$ cat src/rtl/cs_store_loader.sv
// -----------------------------------------------------------------------------
// cs_store_loader
//
// Writer side of the microcode control-word path. Takes a byte stream from the
// debug/boot loader over a valid/ready handshake and packs each group of
// BYTES_PER_WORD bytes, least-significant byte first, into one CS_WIDTH-bit
// control word. Each finished word goes to the control store as a single-cycle
// write at an auto-incrementing address.
//
// The last byte of a word carries only the top CS_WIDTH - 8*(BYTES_PER_WORD-1)
// bits. Its unused upper bits must be zero. If they are not, the stream is
// considered corrupt: the word is not written and the block parks in ERROR
// until abort or reset.
//
// Ports
//   clock        system clock, rising edge
//   nreset       synchronous active-low reset
//   start        one-cycle load request, honoured only in IDLE
//   start_addr   first control store address (sampled on start)
//   word_count   number of words to load, 0..2^ADDR_WIDTH (sampled on start)
//   abort        return to IDLE from any state, clears error
//   in_data      stream byte
//   in_valid     in_data is valid
//   in_ready     loader takes a byte this cycle (decode of state)
//   cs_wr_en     control store write strobe, one cycle per word
//   cs_wr_addr   write address, qualify with cs_wr_en
//   cs_wr_data   assembled word, qualify with cs_wr_en
//   busy         load in progress (COLLECT, WRITE, ERROR)
//   done         one-cycle pulse after the final write (or after a zero-count start)
//   error        high while parked in ERROR
//
// State   | meaning
// --------+-------------------------------------------------------------
// IDLE    | waiting for start; nothing accepted from the stream
// COLLECT | accepting bytes of the current word
// WRITE   | one-cycle control store write of the assembled word
// ERROR   | malformed final byte seen; wait for abort or reset
// -----------------------------------------------------------------------------
module cs_store_loader #(
    parameter int CS_WIDTH       = 71,
    parameter int ADDR_WIDTH     = 9,
    parameter int BYTES_PER_WORD = 9
) (
    input  logic                  clock,
    input  logic                  nreset,
    input  logic                  start,
    input  logic [ADDR_WIDTH-1:0] start_addr,
    input  logic [ADDR_WIDTH:0]   word_count,
    input  logic                  abort,
    input  logic [7:0]            in_data,
    input  logic                  in_valid,
    output logic                  in_ready,
    output logic                  cs_wr_en,
    output logic [ADDR_WIDTH-1:0] cs_wr_addr,
    output logic [CS_WIDTH-1:0]   cs_wr_data,
    output logic                  busy,
    output logic                  done,
    output logic                  error
);

    localparam logic [1:0] S_IDLE    = 2'd0;
    localparam logic [1:0] S_COLLECT = 2'd1;
    localparam logic [1:0] S_WRITE   = 2'd2;
    localparam logic [1:0] S_ERROR   = 2'd3;

    // Bytes 0..BYTES_PER_WORD-2 are buffered; the final byte goes straight
    // into cs_wr_data together with the buffer, so no extra cycle is needed.
    localparam int LOW_WIDTH = 8 * (BYTES_PER_WORD - 1);
    localparam int TOP_BITS  = CS_WIDTH - LOW_WIDTH;

    localparam logic [3:0]            LAST_IDX = 4'(BYTES_PER_WORD - 1);
    localparam logic [ADDR_WIDTH-1:0] ADDR_ONE = ADDR_WIDTH'(1);
    localparam logic [ADDR_WIDTH:0]   REM_ONE  = (ADDR_WIDTH + 1)'(1);

    logic [1:0]            state;
    logic [1:0]            state_nxt;
    logic [3:0]            byte_idx;
    logic [ADDR_WIDTH-1:0] addr_cnt;
    logic [ADDR_WIDTH:0]   remaining;
    logic [LOW_WIDTH-1:0]  word_buf;

    logic accept;
    logic last_byte;
    logic fmt_bad;
    logic start_zero;
    logic start_load;
    logic last_write;

    assign in_ready = (state == S_COLLECT);

    always_comb begin
        accept     = (state == S_COLLECT) && in_valid;
        last_byte  = accept && (byte_idx == LAST_IDX);
        fmt_bad    = |in_data[7:TOP_BITS];
        start_zero = (state == S_IDLE) && start && (word_count == '0);
        start_load = (state == S_IDLE) && start && (word_count != '0);
        last_write = (state == S_WRITE) && (remaining == REM_ONE);
    end

    always_comb begin
        state_nxt = state;
        case (state)
            S_IDLE: begin
                if (start_load) begin
                    state_nxt = S_COLLECT;
                end
            end
            S_COLLECT: begin
                if (last_byte) begin
                    state_nxt = fmt_bad ? S_ERROR : S_WRITE;
                end
            end
            S_WRITE: begin
                state_nxt = last_write ? S_IDLE : S_COLLECT;
            end
            S_ERROR: begin
                state_nxt = S_ERROR;
            end
            default: begin
                state_nxt = S_IDLE;
            end
        endcase
        // abort outranks everything except reset
        if (abort) begin
            state_nxt = S_IDLE;
        end
    end

    // Status outputs are registered from the next-state decode so they line
    // up with the state they describe. A consequence is that cs_wr_en is
    // already committed once WRITE is entered: abort in the cycle that
    // accepts the final byte suppresses the write, abort during WRITE
    // itself only cancels the counter update and any done pulse.
    always_ff @(posedge clock) begin
        if (!nreset) begin
            state      <= S_IDLE;
            byte_idx   <= '0;
            addr_cnt   <= '0;
            remaining  <= '0;
            word_buf   <= '0;
            cs_wr_en   <= 1'b0;
            cs_wr_addr <= '0;
            cs_wr_data <= '0;
            busy       <= 1'b0;
            done       <= 1'b0;
            error      <= 1'b0;
        end else begin
            state    <= state_nxt;
            busy     <= (state_nxt != S_IDLE);
            error    <= (state_nxt == S_ERROR);
            cs_wr_en <= (state_nxt == S_WRITE);
            done     <= !abort && (start_zero || last_write);

            if (abort) begin
                byte_idx <= '0;
            end else begin
                case (state)
                    S_IDLE: begin
                        if (start_load) begin
                            addr_cnt  <= start_addr;
                            remaining <= word_count;
                            byte_idx  <= '0;
                        end
                    end
                    S_COLLECT: begin
                        if (accept) begin
                            byte_idx <= byte_idx + 4'd1;
                            if (!last_byte) begin
                                word_buf[{byte_idx[2:0], 3'b000} +: 8] <= in_data;
                            end else if (!fmt_bad) begin
                                cs_wr_addr <= addr_cnt;
                                cs_wr_data <= {in_data[TOP_BITS-1:0], word_buf};
                            end
                        end
                    end
                    S_WRITE: begin
                        addr_cnt  <= addr_cnt + ADDR_ONE;
                        remaining <= remaining - REM_ONE;
                        byte_idx  <= '0;
                    end
                    default: begin
                        byte_idx <= byte_idx;
                    end
                endcase
            end
        end
    end

endmodule

$ cat config.mk
export PLATFORM = sky130hd
export DESIGN_NAME = cs_store_loader
export DESIGN_NICKNAME = d
export VERILOG_FILES = /design/src/rtl/cs_store_loader.sv
export SDC_FILE = /design/constraint.sdc
export NUM_CORES = 1
export LEC_CHECK = 0
export ABC_AREA = 1
export CAP_MARGIN = 10
export CORE_ASPECT_RATIO = 0.9
export CORE_MARGIN = 10
export CORE_UTILIZATION = 50
export DETAILED_ROUTE_END_ITERATION = 6
export PLACE_DENSITY = 0.81
export SYNTH_ARGS = -nofsm -noshare
export SYNTH_HDL_FRONTEND = slang
export SYNTH_SLANG_ARGS = --single-unit
export TNS_END_PERCENT = 100
$ cat constraint.sdc
create_clock -name clock -period 2.2 [get_ports clock]
set_input_delay 0.55 -clock clock [delete_from_list [all_inputs] [get_ports clock]]
set_output_delay 0.55 -clock clock [all_outputs]
set_load 0.02 [all_outputs]
==> out/results.ini, run 1 <==
[global_route]
met1_usage = 0.241
met3_usage = 0.0579
grt.overflow.total = 0
grt_use_met2 = 0.294
track_usage = 0.189
grt_pass1_wl_um = 30700
antenna_found_initial = 0
grt-busiest-layer = met2
grt_max_degree = 110
grt_pass1_vias = 6278

[floorplan]
io_pins = 117
core_um2 = 14000
die_h_um = 133
num_rows = 41
die_x_um = 146
start_util = 0.510
die-area_um2 = 19500

[power_and_ir_drop]
p_seq_frac = 0.495
power.net_switching_mw = 1.40
total_power_mw = 6.43
leakagePower_nw = 3.89
p_int_mw = 5.03
p_comb_frac = 0.055
p_per_area_nw_per_um2 = 701
clkPwrFrac = 0.450
ir_worst_vdd_mv = 0.552
swShare = 0.217

[cells_and_area]
fin_nets = 1150
synthToLayoutAreaGrowth_pct = 28.6
fill_cells = 1188
drive_gt1_frac = 0.0830
antenna_cells = 0
regArea_um2 = 3460
multiInputGateArea_um2 = 3180
stdcell_count = 1314

[cts]
clock_latency_ps = 430
cts_made_buffers = 17
h-tree-depth = 4
tritoncts = done
cts-root-buf = clkbuf_16
cts_setup_buffers = 0
cts_sinks = 173
clk_pin_slew_worst_paths_ps = 70
cts_max_path_buffers = 2

[logic_synthesis]
synth_cell_types = 32
ys_seq_area_frac = 0.485
synth_cells = 987
synthFlopType = dfxtp_1
synth_seq_cells = 173
syn_avg_cell_area_um2 = 7.23
syn_nets = 1025
ys_warn_count = 0
syn_area_um2 = 7140
async_reset_ff_frac = 0
synth_edf_count = 0

[timing]
fin_crit_ps = 1990
clock_skew_ps = 10.0
rsz0062_at_grt = no
max_freq_mhz = 502
fin_ws_ps = 210
slew_headroom = 0.654
maxSlewViolCount = 0
worst_pin_slew_ps = 517
finalCritPeriodShare = 0.905
setup_viol = 0
hold_viol_final = 0

[placement]
place.gp.congestion = 0.957
dp_cells = 1286
hpwl_um = 13200
io_buffers = 116
post-place-ws_ps = -154

[worst_setup_path]
path_cells = inv_1 > ha_1 > ha_1 > inv_1 > nor4_1 > nand2_2 > inv_2 > nor2_1 > nor2_1
worst-path-max-fanout = 9
ff2ff_setup_slack_ps = 210
cp_data_required_time_ps = 2560
worstSetupPathType = flip-flop to flip-flop
start_kind = flip-flop
worstPathArrival_ps = 2350
cp-end-kind = flip-flop
slowest_delay_ps = 360
cpMaxStageDelayCell = nor4_1

[routing]
route.detailed.drc = 0
ant_nets = 0
first_iter_violations = 543
vias_per_cell = 5.05
num_vias = 6642
dr.pass1.iters = 5
wl_per_cell_um = 14.2
wl_um = 18700

[outcome]
outcome = complete, no violations

[worst_hold_path]
hold_class = flip-flop to flip-flop

[flow_run]
drv_cap = 0

per-layer routing:
metal  wire length [um]  share of wire  vias up
met2               8340           0.45      214
met1               8450           0.45     2973
met4                379          0.020        0
met3               1470          0.079       31
met5                  0              0        -
li1                   -              -     3424
cells in the mapped netlist (4+ instances only):
library cell,n,share of area
a21oi_1,72,0.051
buf_2,9,0.0063
buf_4,4,0.0042
buf_6,11,0.017
clkbuf_1,27,0.014
dfxtp_1,173,0.49
ha_1,6,0.011
inv_1,47,0.025
inv_2,6,0.0032
nand2_1,180,0.095
nand3_1,59,0.041
nand4_1,7,0.0061
nor2_1,246,0.13
o21ai_0,113,0.079
metrics by stage:
stage | hold WS (ps) | area (um^2) | util | TNS (ps)
5_1_grt | 475 | 9180 | 0.655 | 0
4_1_cts | 459 | 9160 | 0.654 | 0
3_3_place_gp | 443 | 8600 | 0.614 | -2320
6_report | 449 | 9180 | 0.655 | 0
3_5_place_dp | 450 | 8600 | 0.614 | -3340
2_1_floorplan | 430 | 7140 | - | 0
what timing repair did:
| item | 4_1_cts | 5_1_grt |
|---|---|---|
| setup endpoints to repair | 1 | 3 |
| hold buffers | 0 | 0 |
| gates resized for setup | 1 | 3 |
cells by family after synthesis:
kind of cell    after synthesis  synth area share
xor+xnor                      3           0.00368
buf+inv                     106            0.0710
simple gates                510             0.296
fa+ha+maj                     6            0.0105
compound gates              189             0.133
flops                       173             0.485
critical path, delay by kind of cell, from the launching register on:
kind | cells | cell delay (ps)
flops | 1 | 330
simple gates | 4 | 720
buf+inv | 3 | 360
fa+ha+maj | 2 | 530
final timing paths:
| check | depth (start not counted) | to | from |
|---|---|---|---|
| worst min-delay path | 2 | cs_wr_data[18]$_SDFFE_PN0P_ | word_buf[18]$_SDFFE_PN0P_ |
| worst max register to register | 9 | word_buf[35]$_SDFFE_PN0P_ | byte_idx[0]$_SDFFE_PP0P_ |
| worst min register to register | 2 | cs_wr_data[18]$_SDFFE_PN0P_ | word_buf[18]$_SDFFE_PN0P_ |
| worst max-delay path | 9 | word_buf[35]$_SDFFE_PN0P_ | byte_idx[0]$_SDFFE_PP0P_ |
sequential cells by signal (all words and copies together) (netlist names), 2 cells and up:
name / count
state: 2
cs_wr_data: 71
byte_idx: 4
remaining: 10
addr_cnt: 9
cs_wr_addr: 9
word_buf: 64
final cells by class:
cell class	count	area share
multi-input cells	708	0.346
clock buffers	21	0.0513
clock inverters	7	0.00995
well taps	193	0.0263
flip-flops and latches	173	0.377
repair buffers	157	0.166
inverters	55	0.0225
layout by cell type (no fill, tap or decap), drive strengths merged:
cell type      instances
bufinv                 2
clkdlybuf4s50        114
buf                   42
clkbuf                21
nand2                183
a21oi                 73
xnor2                  1
dlygate4sd2            1
dfxtp                173
ha                     6
nand3b                 1
o22ai                  1
or2                    3
nand4                  7
nor3                   6
xor2                   2
clkinvlp               1
a31oi                  1
o21ai                114
nand3                 61
nor4                   1
nor2                 248
inv                   53
clkinv                 6
power by group through the flow:
stage	sequential (mW)	combinational, mW	clock, mW
6_report	3.18	0.351	2.89
3_5_place_dp	3.25	0.347	0
2_1_floorplan	3.25	0.192	0
3_3_place_gp	3.25	0.344	0
5_1_grt	3.19	0.393	3.05
4_1_cts	3.18	0.348	2.93
No activity file was read; power rests on OpenSTA's default activity.
==> run 2: changes to the inputs <==
==> constraint.sdc (replaced) <==
create_clock -name clock -period 2 [get_ports clock]
set_input_delay 0.5 -clock clock [delete_from_list [all_inputs] [get_ports clock]]
set_output_delay 0.5 -clock clock [all_outputs]
set_load 0.02 [all_outputs]
==> run 2 against run 1 <==
Against the previous run:
- sequential power increased by 10%
- flip-flop and latch count unchanged
- routed wire length increased by 4.1%
- critical path depth is 8 lower
==> out/results.ini, run 2 (synthesis results as in run 1) <==
[timing]
fin_crit_ps = 1920
slew_headroom = 0.617
max_freq_mhz = 521
clock_skew_ps = 7.73
fin_ws_ps = 80.7
hold_viol_final = 0
worst_pin_slew_ps = 575
finalCritPeriodShare = 0.960
setup_viol = 0
maxSlewViolCount = 0
rsz0062_at_grt = no
tns_ps = 0

[worst_setup_path]
cp_data_required_time_ps = 1500
r2r_start = byte_idx[0]$_SDFFE_PP0P_
cpMaxStageDelayCell = clkdlybuf4s50_1
ff2ff_setup_slack_ps = 120
start_kind = flip-flop
path_cells = clkdlybuf4s50_1
ff2ff_path_depth = 9
cp_top_family = buffers and inverters
worstSetupPathType = flip-flop to output port
worst-path-max-fanout = 2
cp-end-kind = output port
timing.rr.end = word_buf[1]$_SDFFE_PN0P_
slowest_delay_ps = 620
worstPathArrival_ps = 1420
path_buf_inv = 1

[worst_hold_path]
min_from = word_buf[23]$_SDFFE_PN0P_
hold_class = flip-flop to flip-flop
hold_depth = 2
holdPathEnd = cs_wr_data[23]$_SDFFE_PN0P_

[placement]
place_area_um2 = 8680
dp_cells = 1293
io_buffers = 116
place.gp.congestion = 0.988
post-place-ws_ps = -378
hpwl_um = 13400

[floorplan]
start_util = 0.510
die_x_um = 146
io_pins = 117
core_um2 = 14000
die_h_um = 133
num_rows = 41
die-area_um2 = 19500

[routing]
first_iter_violations = 533
dr.pass1.iters = 6
route.detailed.drc = 0
wl_met3_um = 1420
wl_per_cell_um = 14.6
wl_um = 19400
num_vias = 6775
vias_per_cell = 5.11
wl_met1_um = 8880
wl_met2_um = 8780
dr.max_layer_used = met4
ant_nets = 0

[cells_and_area]
final_cell_mix = 245 x nor2_1, 179 x nand2_1, 173 x dfxtp_1
fill_cells = 1203
regArea_um2 = 3460
fin_nets = 1159
stdcell_count = 1327
synthToLayoutAreaGrowth_pct = 30.7
multiInputGateArea_um2 = 3210
top_regs = cs_wr_data: 71 flops, word_buf: 64 flops, remaining: 10 flops
largest-register = cs_wr_data
drive_gt1_frac = 0.0935
finalInstanceArea_um2 = 9330
largest_reg_flops = 71
layout.cells.most_common = nor2_1
antenna_cells = 0

[outcome]
outcome = complete, no violations

[cts]
tritoncts = done
clock_latency_ps = 430
clk_pin_slew_worst_paths_ps = 70
cts-root-buf = clkbuf_16
cts_made_buffers = 17
cts_sinks = 173
cts_max_path_buffers = 2
h-tree-depth = 4

[power_and_ir_drop]
swShare = 0.224
p_int_mw = 5.64
p_per_area_nw_per_um2 = 779
p_seq_frac = 0.482
leakagePower_nw = 3.95
total_power_mw = 7.27
p_comb_frac = 0.056
clkPwrFrac = 0.462
power.net_switching_mw = 1.62
ir_worst_vdd_mv = 0.592

[global_route]
antenna_found_initial = 0
grt.overflow.total = 0
track_usage = 0.196
grt_pass1_wl_um = 31800
grt_max_degree = 110
grt_pass1_vias = 6391

[flow_run]
drv_cap = 0

run 2: worst max path at each step:
stage	from	end	slack, ps	cells past startpoint
after CTS	byte_idx[0]$_SDFFE_PP0P_	word_buf[32]$_SDFFE_PN0P_	60	9
after global placement	word_count[5]	remaining[6]$_SDFFE_PN0P_	-280	8
after detailed placement	word_count[5]	addr_cnt[8]$_SDFFE_PN0P_	-380	7
after global routing	byte_idx[0]$_SDFFE_PP0P_	word_buf[6]$_SDFFE_PN0P_	1	9
final	cs_wr_data[68]$_SDFFE_PN0P_	cs_wr_data[68]	80	1
after floorplan	byte_idx[0]$_SDFFE_PP0P_	word_buf[32]$_SDFFE_PN0P_	5	10
run 2: area by class of cell:
class	instances	share of cell area
repair buffers	165	0.173
well taps	193	0.0259
inverters	55	0.0227
clock buffers	22	0.0487
flip-flops and latches	173	0.371
multi-input cells	709	0.344
clock inverters	10	0.0149
run 2: routing by layer:
metal	global-route usage	vias up
li1	-	3442
met5	0	-
met4	0.0718	0
met3	0.0525	25
met2	0.305	202
met1	0.255	3106
run 2: stage by stage:
step            util  hold WS, ps
6_report       0.666          456
3_5_place_dp   0.620          449
2_1_floorplan      -          430
5_1_grt        0.666          464
4_1_cts        0.663          457
3_3_place_gp   0.620          440
run 2: power by group through the flow:
stage                     logic, mW  clock network, mW  registers [mW]
after global routing          0.456               3.51            3.50
after detailed placement      0.399                  0            3.58
final                         0.411               3.36            3.50
after global placement        0.392                  0            3.57
after CTS                     0.402               3.38            3.50
after floorplan               0.212                  0            3.57
run 2: repair_timing:
| action | 4_1_cts | 5_1_grt |
|---|---|---|
| pin swaps | 0 | 2 |
| cloned | 0 | 1 |
| buffers inserted | 0 | 1 |
| endpoints found under the setup margin | 8 | 34 |
| resized for setup | 3 | 13 |
| hold buffers | 0 | 0 |
==> run 3: changes to the inputs <==
--- a/config.mk
+++ b/config.mk
@@ -10,6 +10,7 @@
 export CORE_ASPECT_RATIO = 0.9
 export CORE_MARGIN = 10
 export CORE_UTILIZATION = 50
+export CTS_CLUSTER_DIAMETER = 60
 export DETAILED_ROUTE_END_ITERATION = 6
 export PLACE_DENSITY = 0.81
 export SYNTH_ARGS = -nofsm -noshare
==> constraint.sdc (replaced) <==
create_clock -name clock -period 2 [get_ports clock]
set_input_delay 0.5 -clock clock [delete_from_list [all_inputs] [get_ports clock]]
set_output_delay 0.5 -clock clock [all_outputs]
set_load 0.05 [all_outputs]
==> run 3 against run 2 <==
Against the previous run:
- register-to-register slack barely moved
- via count rose by 0.28%
- utilization fell by 0.92 points
- die area did not move
- critical path type is now flip-flop to flip-flop
- critical endpoint is now word_buf[35]$_SDFFE_PN0P_
==> out/results.ini, run 3 (synthesis results as in run 1) <==
[power_and_ir_drop]
ir_worst_vdd_mv = 0.573
leakagePower_nw = 4.17
total_power_mw = 7.49
p_per_area_nw_per_um2 = 814

[worst_setup_path]
worstPathArrival_ps = 2200
worst-path-max-fanout = 5
ff2ff_setup_slack_ps = 120
r2r_start = byte_idx[0]$_SDFFE_PP0P_
worstSetupPathType = flip-flop to flip-flop
ff2ff_path_depth = 8
crit_start = byte_idx[0]$_SDFFE_PP0P_
timing.rr.end = word_buf[35]$_SDFFE_PN0P_
cp_data_required_time_ps = 2320
start_kind = flip-flop
cp-end-kind = flip-flop

[worst_hold_path]
hold_class = flip-flop to flip-flop
min_from = word_buf[17]$_SDFFE_PN0P_
hold_depth = 2
holdPathEnd = cs_wr_data[17]$_SDFFE_PN0P_

[cells_and_area]
drive_gt1_frac = 0.170
layout.cells.most_common = nor2_1
top_regs = cs_wr_data: 71 flops, word_buf: 64 flops, remaining: 10 flops
stdcell_count = 1330
synthToLayoutAreaGrowth_pct = 28.9
largest-register = cs_wr_data
finalInstanceArea_um2 = 9200
final_cell_mix = 246 x nor2_1, 179 x nand2_1, 173 x dfxtp_1
antenna_cells = 0
largest_reg_flops = 71
final_util = 0.657
fin_nets = 1163

[routing]
wl_per_cell_um = 14.5
dr.pass1.iters = 5
vias_per_cell = 5.11
first_iter_violations = 562
ant_nets = 0
num_vias = 6794
route.detailed.drc = 0
wl_um = 19300

[timing]
finalCritPeriodShare = 0.940
max_freq_mhz = 532
hold_viol_final = 0
clock_skew_ps = 6.02
worst_pin_slew_ps = 523
tns_ps = 0
slew_headroom = 0.651
setup_viol = 0
fin_crit_ps = 1880
maxSlewViolCount = 0

[cts]
h-tree-depth = 4
clock_latency_ps = 430
ctsHoldBuffers = 0
clk_pin_slew_worst_paths_ps = 70
cts_sinks = 173
cts_made_buffers = 17
tritoncts = done
cts_max_path_buffers = 2
cts-root-buf = clkbuf_16

[placement]
io_buffers = 116
place_area_um2 = 8510
hpwl_um = 13600
place.gp.congestion = 0.941
dp_cells = 1297

[global_route]
grt_max_degree = 60
antenna_found_initial = 0
grt_pass1_wl_um = 31700
track_usage = 0.195
grt_pass1_vias = 6396
grt.overflow.total = 0

[flow_run]
drv_cap = 0

[floorplan]
die-area_um2 = 19500
core_um2 = 14000
start_util = 0.510
io_pins = 117
die_x_um = 146
num_rows = 41
die_h_um = 133

[outcome]
outcome = complete, no violations

==> run 3: changes by cell type in the layout (fill, tap and decap cells not counted), sizes merged <==
| cell | change |
|---|---|
| clkbuf | -2 |
| bufinv | +2 |
| clkdlybuf4s50 | -84 |
| dlygate4sd2 | +2 |
| clkinv | -1 |
| buf | +86 |
==> run 3: cell type report <==
cell class	count	area (um^2)
clock buffers	20	447
clock inverters	11	190
fillers	1215	4800
inverters	55	209
multi-input cells	709	3210
flip-flops and latches	173	3460
well taps	193	241
repair buffers	169	1440
==> run 3: critical path, stage by stage (launching register included) <==
cell,delay [ps]
dfxtp_1,320
inv_1,50
ha_1,240
ha_4,290
inv_2,70
nor4_4,330
nand2_2,190
o21ai_0,220
nor2_1,50
==> run 3: repair_timing <==
action	CTS	global route
endpoints found under the setup margin	3	35
gates resized for setup	3	11
endpoints found under the hold margin	0	0
pin swaps	0	1
gates cloned	0	1
setup buffers	0	1
==> run 3: through the flow <==
stage,setup slack [ps],hold WS [ps]
after floorplan,5.21,430
after global placement,-289,437
after detailed placement,-328,442
after CTS,38.4,452
after global routing,-18.7,482
final,121,452
==> run 3: worst max-delay path by stage <==
stage          slack [ps]  cells after the start                         to
2_1_floorplan           5                     10  word_buf[32]$_SDFFE_PN0P_
4_1_cts                40                      9  word_buf[36]$_SDFFE_PN0P_
3_3_place_gp         -290                      8  remaining[8]$_SDFFE_PN0P_
3_5_place_dp         -330                      8  remaining[6]$_SDFFE_PN0P_
5_1_grt               -20                      8  word_buf[35]$_SDFFE_PN0P_
6_report              120                      8  word_buf[35]$_SDFFE_PN0P_
==> run 3: layer usage <==
metal | track usage | vias up | wire [um]
li1 | - | 3458 | -
met1 | 0.259 | 3095 | 9070
met2 | 0.295 | 221 | 8590
met3 | 0.0599 | 20 | 1330
met4 | 0.0690 | 0 | 298
met5 | 0 | - | 0
==> run 3: report_power, final <==
| part | internal, mW | leakage [nW] | switching [mW] | total [mW] |
|---|---|---|---|---|
| Sequential | 3.47 | 1.40 | 0.0267 | 3.50 |
| Clock | 2.24 | 0.310 | 1.33 | 3.57 |
| Combinational | 0.172 | 2.47 | 0.243 | 0.415 |
| Total | 5.89 | 4.17 | 1.60 | 7.49 |
